===== config.mk =====
export PLATFORM = sky130hd
export DESIGN_NAME = core_lsu
export DESIGN_NICKNAME = d
export VERILOG_FILES = /design/src/rtl/core_lsu.sv
export SDC_FILE = /design/constraint.sdc
export NUM_CORES = 1
export LEC_CHECK = 0
export CORE_UTILIZATION = 46
export DETAILED_ROUTE_END_ITERATION = 6
export PLACE_DENSITY = 0.85
export REMOVE_ABC_BUFFERS = 1
export SLEW_MARGIN = 15
export SYNTH_ARGS = -nofsm -noshare
export SYNTH_HDL_FRONTEND = slang
export SYNTH_SLANG_ARGS = --single-unit

===== constraint.sdc =====
create_clock -name CLK -period 2.22 [get_ports CLK]
set_clock_uncertainty 0.05 [all_clocks]
set_input_delay 0.444 -clock CLK [delete_from_list [all_inputs] [get_ports CLK]]
set_output_delay 0.444 -clock CLK [all_outputs]
set_load 0.01 [all_outputs]

===== src/rtl/core_lsu.sv =====
`timescale 1ns/1ps
// core_lsu: multicycle load/store unit between execute and the data-memory port.
// Checks alignment, steers byte lanes, waits for MEM_ACK with a timeout, extends load data.
module core_lsu #(
    parameter int XLEN     = 32,
    parameter int ADDR_W   = 32,
    parameter int MAX_WAIT = 255
) (
    input  logic              CLK,
    input  logic              RST_N,
    input  logic              REQ_VALID,
    output logic              REQ_READY,
    input  logic              REQ_WE,
    input  logic [1:0]        REQ_SIZE,
    input  logic              REQ_UNSIGNED,
    input  logic [ADDR_W-1:0] REQ_ADDR,
    input  logic [XLEN-1:0]   REQ_WDATA,
    input  logic [4:0]        REQ_RD,
    output logic              RESP_VALID,
    output logic [XLEN-1:0]   RESP_RDATA,
    output logic [4:0]        RESP_RD,
    output logic [1:0]        RESP_ERR,
    output logic              MEM_REQ,
    output logic              MEM_WE,
    output logic [ADDR_W-1:0] MEM_ADDR,
    output logic [XLEN/8-1:0] MEM_BE,
    output logic [XLEN-1:0]   MEM_WDATA,
    input  logic              MEM_ACK,
    input  logic [XLEN-1:0]   MEM_RDATA
);
    localparam int L        = XLEN / 8;
    localparam int O        = $clog2(L);
    localparam int CNT_W    = (MAX_WAIT > 1) ? $clog2(MAX_WAIT) : 1;
    localparam bit DWORD_OK = (XLEN == 64);

    localparam logic [1:0] ERR_OK    = 2'b00;
    localparam logic [1:0] ERR_ALIGN = 2'b01;
    localparam logic [1:0] ERR_TOUT  = 2'b10;
    localparam logic [1:0] ERR_SIZE  = 2'b11;

    typedef enum logic [1:0] {
        S_IDLE,
        S_ACCESS,
        S_RESP
    } state_t;

    state_t             state_q, state_d;
    logic [CNT_W-1:0]   cnt_q, cnt_d;
    logic [1:0]         size_q, size_d;
    logic               uns_q, uns_d;
    logic [O-1:0]       off_q, off_d;
    logic [4:0]         rd_q, rd_d;

    logic               ready_q, ready_d;
    logic               resp_valid_q, resp_valid_d;
    logic [XLEN-1:0]    resp_rdata_q, resp_rdata_d;
    logic [4:0]         resp_rd_q, resp_rd_d;
    logic [1:0]         resp_err_q, resp_err_d;
    logic               mem_req_q, mem_req_d;
    logic               mem_we_q, mem_we_d;
    logic [ADDR_W-1:0]  mem_addr_q, mem_addr_d;
    logic [L-1:0]       mem_be_q, mem_be_d;
    logic [XLEN-1:0]    mem_wdata_q, mem_wdata_d;

    // Request-side lane steering, evaluated on the incoming request.
    logic [O-1:0]       req_off;
    logic [O-1:0]       align_mask;
    logic [L-1:0]       size_mask;
    logic [L-1:0]       req_be;
    logic [XLEN-1:0]    wdata_trunc;
    logic [XLEN-1:0]    req_wdata_lanes;
    logic               size_illegal;
    logic               misaligned;

    assign req_off = REQ_ADDR[O-1:0];

    always_comb begin
        // NOTE: every variable written here is given a default first, so no latch is inferred.
        size_mask   = '0;
        align_mask  = '0;
        wdata_trunc = '0;
        for (int i = 0; i < L; i++) begin
            size_mask[i] = (i < (1 << REQ_SIZE));
        end
        for (int i = 0; i < O; i++) begin
            align_mask[i] = (i < int'(REQ_SIZE));
        end
        for (int i = 0; i < L; i++) begin
            wdata_trunc[8*i +: 8] = REQ_WDATA[8*i +: 8] & {8{size_mask[i]}};
        end
        req_be          = size_mask << req_off;
        req_wdata_lanes = wdata_trunc << {req_off, 3'b000};
        size_illegal    = (REQ_SIZE == 2'd3) && !DWORD_OK;
        misaligned      = |(req_off & align_mask);
    end

    // Load path: right-align the addressed lanes, then sign- or zero-extend above the access size.
    logic [XLEN-1:0]    load_shifted;
    logic [XLEN-1:0]    load_data;
    logic               load_sign;

    always_comb begin
        load_shifted = MEM_RDATA >> {off_q, 3'b000};
        case (size_q)
            2'd0:    load_sign = load_shifted[7];
            2'd1:    load_sign = load_shifted[15];
            2'd2:    load_sign = load_shifted[31];
            default: load_sign = load_shifted[XLEN-1];
        endcase
        load_sign = load_sign & ~uns_q;
        load_data = '0;
        for (int i = 0; i < XLEN; i++) begin
            load_data[i] = (i < (8 << size_q)) ? load_shifted[i] : load_sign;
        end
    end

    always_comb begin
        state_d      = state_q;
        cnt_d        = cnt_q;
        size_d       = size_q;
        uns_d        = uns_q;
        off_d        = off_q;
        rd_d         = rd_q;
        ready_d      = ready_q;
        resp_valid_d = 1'b0;
        resp_rdata_d = resp_rdata_q;
        resp_rd_d    = resp_rd_q;
        resp_err_d   = resp_err_q;
        mem_req_d    = mem_req_q;
        mem_we_d     = mem_we_q;
        mem_addr_d   = mem_addr_q;
        mem_be_d     = mem_be_q;
        mem_wdata_d  = mem_wdata_q;

        case (state_q)
            S_IDLE: begin
                ready_d = 1'b1;
                if (REQ_VALID && ready_q) begin
                    ready_d = 1'b0;
                    size_d  = REQ_SIZE;
                    uns_d   = REQ_UNSIGNED;
                    off_d   = req_off;
                    rd_d    = REQ_RD;
                    if (size_illegal || misaligned) begin
                        state_d      = S_RESP;
                        resp_valid_d = 1'b1;
                        resp_err_d   = size_illegal ? ERR_SIZE : ERR_ALIGN;
                        resp_rdata_d = '0;
                        resp_rd_d    = REQ_RD;
                    end else begin
                        state_d     = S_ACCESS;
                        cnt_d       = '0;
                        mem_req_d   = 1'b1;
                        mem_we_d    = REQ_WE;
                        mem_addr_d  = {REQ_ADDR[ADDR_W-1:O], {O{1'b0}}};
                        mem_be_d    = req_be;
                        mem_wdata_d = req_wdata_lanes;
                    end
                end
            end

            S_ACCESS: begin
                // An ACK on the final allowed cycle takes priority over the timeout.
                if (MEM_ACK) begin
                    state_d      = S_RESP;
                    resp_valid_d = 1'b1;
                    resp_err_d   = ERR_OK;
                    resp_rdata_d = mem_we_q ? '0 : load_data;
                    resp_rd_d    = rd_q;
                    mem_req_d    = 1'b0;
                    mem_we_d     = 1'b0;
                end else if (cnt_q == CNT_W'(MAX_WAIT - 1)) begin
                    state_d      = S_RESP;
                    resp_valid_d = 1'b1;
                    resp_err_d   = ERR_TOUT;
                    resp_rdata_d = '0;
                    resp_rd_d    = rd_q;
                    mem_req_d    = 1'b0;
                    mem_we_d     = 1'b0;
                end else begin
                    cnt_d = cnt_q + 1'b1;
                end
            end

            S_RESP: begin
                state_d = S_IDLE;
                ready_d = 1'b1;
            end

            default: begin
                state_d = S_IDLE;
            end
        endcase
    end

    // NOTE: sequential state uses non-blocking assignments so every register samples pre-edge values.
    always_ff @(posedge CLK or negedge RST_N) begin
        if (!RST_N) begin
            state_q      <= S_IDLE;
            cnt_q        <= '0;
            size_q       <= '0;
            uns_q        <= 1'b0;
            off_q        <= '0;
            rd_q         <= '0;
            ready_q      <= 1'b0;
            resp_valid_q <= 1'b0;
            resp_rdata_q <= '0;
            resp_rd_q    <= '0;
            resp_err_q   <= ERR_OK;
            mem_req_q    <= 1'b0;
            mem_we_q     <= 1'b0;
            mem_addr_q   <= '0;
            mem_be_q     <= '0;
            mem_wdata_q  <= '0;
        end else begin
            state_q      <= state_d;
            cnt_q        <= cnt_d;
            size_q       <= size_d;
            uns_q        <= uns_d;
            off_q        <= off_d;
            rd_q         <= rd_d;
            ready_q      <= ready_d;
            resp_valid_q <= resp_valid_d;
            resp_rdata_q <= resp_rdata_d;
            resp_rd_q    <= resp_rd_d;
            resp_err_q   <= resp_err_d;
            mem_req_q    <= mem_req_d;
            mem_we_q     <= mem_we_d;
            mem_addr_q   <= mem_addr_d;
            mem_be_q     <= mem_be_d;
            mem_wdata_q  <= mem_wdata_d;
        end
    end

    assign REQ_READY  = ready_q;
    assign RESP_VALID = resp_valid_q;
    assign RESP_RDATA = resp_rdata_q;
    assign RESP_RD    = resp_rd_q;
    assign RESP_ERR   = resp_err_q;
    assign MEM_REQ    = mem_req_q;
    assign MEM_WE     = mem_we_q;
    assign MEM_ADDR   = mem_addr_q;
    assign MEM_BE     = mem_be_q;
    assign MEM_WDATA  = mem_wdata_q;

endmodule


==> metrics.yaml <==
setup_path:
  required_ns: 2.51
  critPathLaunch: "MEM_ACK"
  reg2reg_to: "RESP_RDATA[24]$_DFFE_PN0P_"
  rr_startpoint: "state_q[1]$_DFFE_PN0P_"
  criticalPathCategory: "in -> reg"
  end_kind: "flop"
  start_kind: "primary input"
  cp_max_fo: 16
  r2r_cells: 4
  cp_data_arrival_time_ns: 2.33
  r2r_slack_ns: 0.24
sta:
  worst_hold_slack_ns: 0.423
  relSlewSlack_pct: 52.7
  finalCritPeriodShare_pct: 91.7
  rsz0062_at_grt: "false"
  fin_tns_setup_ns: 0
  drv_slew: 0
  tightest_slew_ns: 0.709
  fmax_mhz: 491
  setup_viol: 0
  fin_crit_ns: 2.04
  hold_viol: 0
  timing.final.ws_setup_ns: 0.184
finish:
  fillers: 979
  finish.net_count: 893
  syn_to_final_growth_pct: 48.9
  fin_cells: 970
  drive_above_1_share_pct: 17.8
  diodes: 0
  stdcell_area_sq_um: 9290
hold_path:
  hold_depth: 2
  min_path_type: "reg -> reg"
  min_from: "rd_q[0]$_DFFE_PN0P_"
  hold_path_end: "rd_q[0]$_DFFE_PN0P_"
logic_synthesis:
  yosysTopAreaCellShare_pct: 51.8
  syn-cell-area_sq_um: 6240
  synthCells: 553
  synth-edff-count: 0
  synth_area_leaders: "dfrtp_1, mux2_2, o21ai_0"
  yosys.cell_types.count: 62
  synth_common_cells: "dfrtp_1, o21ai_0, mux2_2, nand2_1, mux2i_1"
  ys_seq_area_share_pct: 51.8
  yosysMostFrequentCell: "dfrtp_1"
  syn_area_per_cell_sq_um: 11.3
  synth.largest_area_cell: "dfrtp_1"
  ys_seq_elements: 129
  ys_warn_count: 0
  ys_async_sr_fraction_pct: 100
  synth_flop_cell: "dfrtp_1"
drt:
  routedWlPerCell_microns: 18.1
  drc: 0
  firstDrtPassIters: 6
  drt-total-wl_microns: 17600
  num_vias: 5433
  viasPerCell: 5.60
  ant_nets: 0
  drtIter0Drc: 497
clock_network:
  clk_latency_ns: 0.41
  cts_root_buf: "clkbuf_16"
  cts_tree: "built"
  cts.sinks: 129
  clk_pin_slew_ns: 0.06
  cts_buffer_depth: 2
  cts_buffers: 17
  cts_max_level: 4
global_route:
  first_global_vias: 5679
  grt_antenna_before_repair: 0
  grt_pass1_wl_microns: 28900
  overflow: 0
  grt_max_degree: 43
  grt_usage_pct: 26.2
floorplan:
  dieArea_sq_um: 14000
  core_region_area_sq_um: 13200
  die_h_microns: 118
  initial_core_util_pct: 47.1
  row_count: 42
  io_pins: 220
  die_w_microns: 118
placed_design:
  io_buffers: 217
  place_area_sq_um: 8710
  dp_slack_ns: -0.201
  hpwl_microns: 12700
  dpl.cell_count: 938
  routabilityCongestion: 0.965
pwr:
  max-vdd-ir-drop_v: 0.000676
  leakage_nw: 3.97
  power_density_nw_per_um2: 1280
  p_sw_w: 0.00384
  seq_power_share_pct: 34.1
  clkPwrFrac_pct: 22.4
  internal_power_w: 0.00802
  sw_frac_of_total_pct: 32.4
  power.share.combinational_pct: 43.5
outcome:
  status: "complete, no violations"
job:
  cap_violations: 0
-- through the flow --
stage / power, W / utilization, %
after floorplan: 0.00630 / -
after global placement: 0.00904 / 65.8
after detailed placement: 0.00922 / 65.8
after CTS: 0.0120 / 70.1
after global routing: 0.0125 / 70.1
final: 0.0119 / 70.1
-- power by group through the flow --
stage / Sequential, W / Clock [W] / Combinational [W]
2_1_floorplan: 0.00447 / 0 / 0.00183
3_3_place_gp: 0.00402 / 0 / 0.00503
3_5_place_dp: 0.00407 / 0 / 0.00515
4_1_cts: 0.00405 / 0.00271 / 0.00520
5_1_grt: 0.00420 / 0.00281 / 0.00553
6_report: 0.00405 / 0.00265 / 0.00516
-- how the worst max path moves through the flow --
stage | end | slack (ns) | cells after the start
CTS | RESP_RDATA[24]$_DFFE_PN0P_ | 0.22 | 5
detailed placement | RESP_RDATA[18]$_DFFE_PN0P_ | -0.20 | 5
finish | RESP_RDATA[24]$_DFFE_PN0P_ | 0.18 | 5
floorplan | MEM_ADDR[10]$_DFFE_PN0P_ | -0.63 | 3
global placement | RESP_RDATA[22]$_DFFE_PN0P_ | -0.07 | 5
global route | RESP_RDATA[18]$_DFFE_PN0P_ | 0.15 | 5
-- repair_timing --
action / in CTS / in global routing
buffers inserted: 0 / 0
hold buffers: 1 / 0
hold endpoints to repair: 29 / 0
gates resized for setup: 0 / 0
-- cell usage in the layout, fill, tap and decap left out, types with 3 or more instances in the layout --
master	n
o2bb2ai_1	8
nor2_1	10
a21oi_1	11
dfrtp_1	129
nand3_1	3
inv_1	9
mux2_1	3
a2bb2oi_1	8
mux2_2	64
buf_4	30
clkinvlp_4	3
clkbuf_16	17
o21ai_0	76
clkinv_2	7
nor2b_1	6
buf_12	5
clkdlybuf4s50_1	216
mux2i_1	25
nand2b_1	11
a221o_1	16
xor2_1	3
nand2_1	63
a22o_1	17
-- worst max-delay path: stages --
cell and delay (ns):
clkdlybuf4s50_1 0.55, and4bb_1 0.34, o211ai_2 0.15, a211oi_4 0.62
a221o_1 0.23
-- layer usage --
layer | part of all wire (%) | GRT usage [%] | vias to the layer above | routed length, microns
met1 | 40 | 32.1 | 2634 | 7040
met4 | 2.2 | 11.9 | 0 | 391
met3 | 8.5 | 7.24 | 33 | 1500
met5 | 0 | 0 | - | 0
li1 | - | - | 2465 | -
met2 | 49 | 43.2 | 301 | 8660
-- flip-flops by register name, indices dropped and copies added, names as in the netlist --
| name | count |
|---|---|
| MEM_WDATA | 32 |
| size_q | 2 |
| off_q | 2 |
| MEM_BE | 4 |
| RESP_RDATA | 32 |
| state_q | 2 |
| MEM_WE | 1 |
| cnt_q | 8 |
| RESP_ERR | 2 |
| MEM_ADDR | 30 |
| rd_q | 5 |
| uns_q | 1 |
| REQ_READY | 1 |
| RESP_RD | 5 |
| RESP_VALID | 1 |
| MEM_REQ | 1 |
-- logic make-up (layout without fill, tap and decap cells) --
group / after synthesis / after routing / share of synthesized area [%]
AO/OA/AOI/OAI: 161 / 161 / 17.6
XOR/XNOR: 4 / 4 / 0.562
flip-flops: 129 / 129 / 51.8
other: 1 / 2 / 0.0601
adder cells (fa/ha/maj): 2 / 2 / 0.401
AND/OR/NAND/NOR: 111 / 111 / 8.87
buffers and inverters: 52 / 292 / 4.27
multiplexers: 93 / 93 / 16.5
-- layout make-up --
cell class              count  area (sq um)  area share, %
well taps                 176           220           2.37
repair buffers            252          2500           26.9
flip-flops and latches    129          3230           34.8
multi-input cells         373          2750           29.6
inverters                   9          33.8          0.364
clock inverters            12           118           1.27
clock buffers              19           443           4.77
Power figures use the tool's default switching activity.
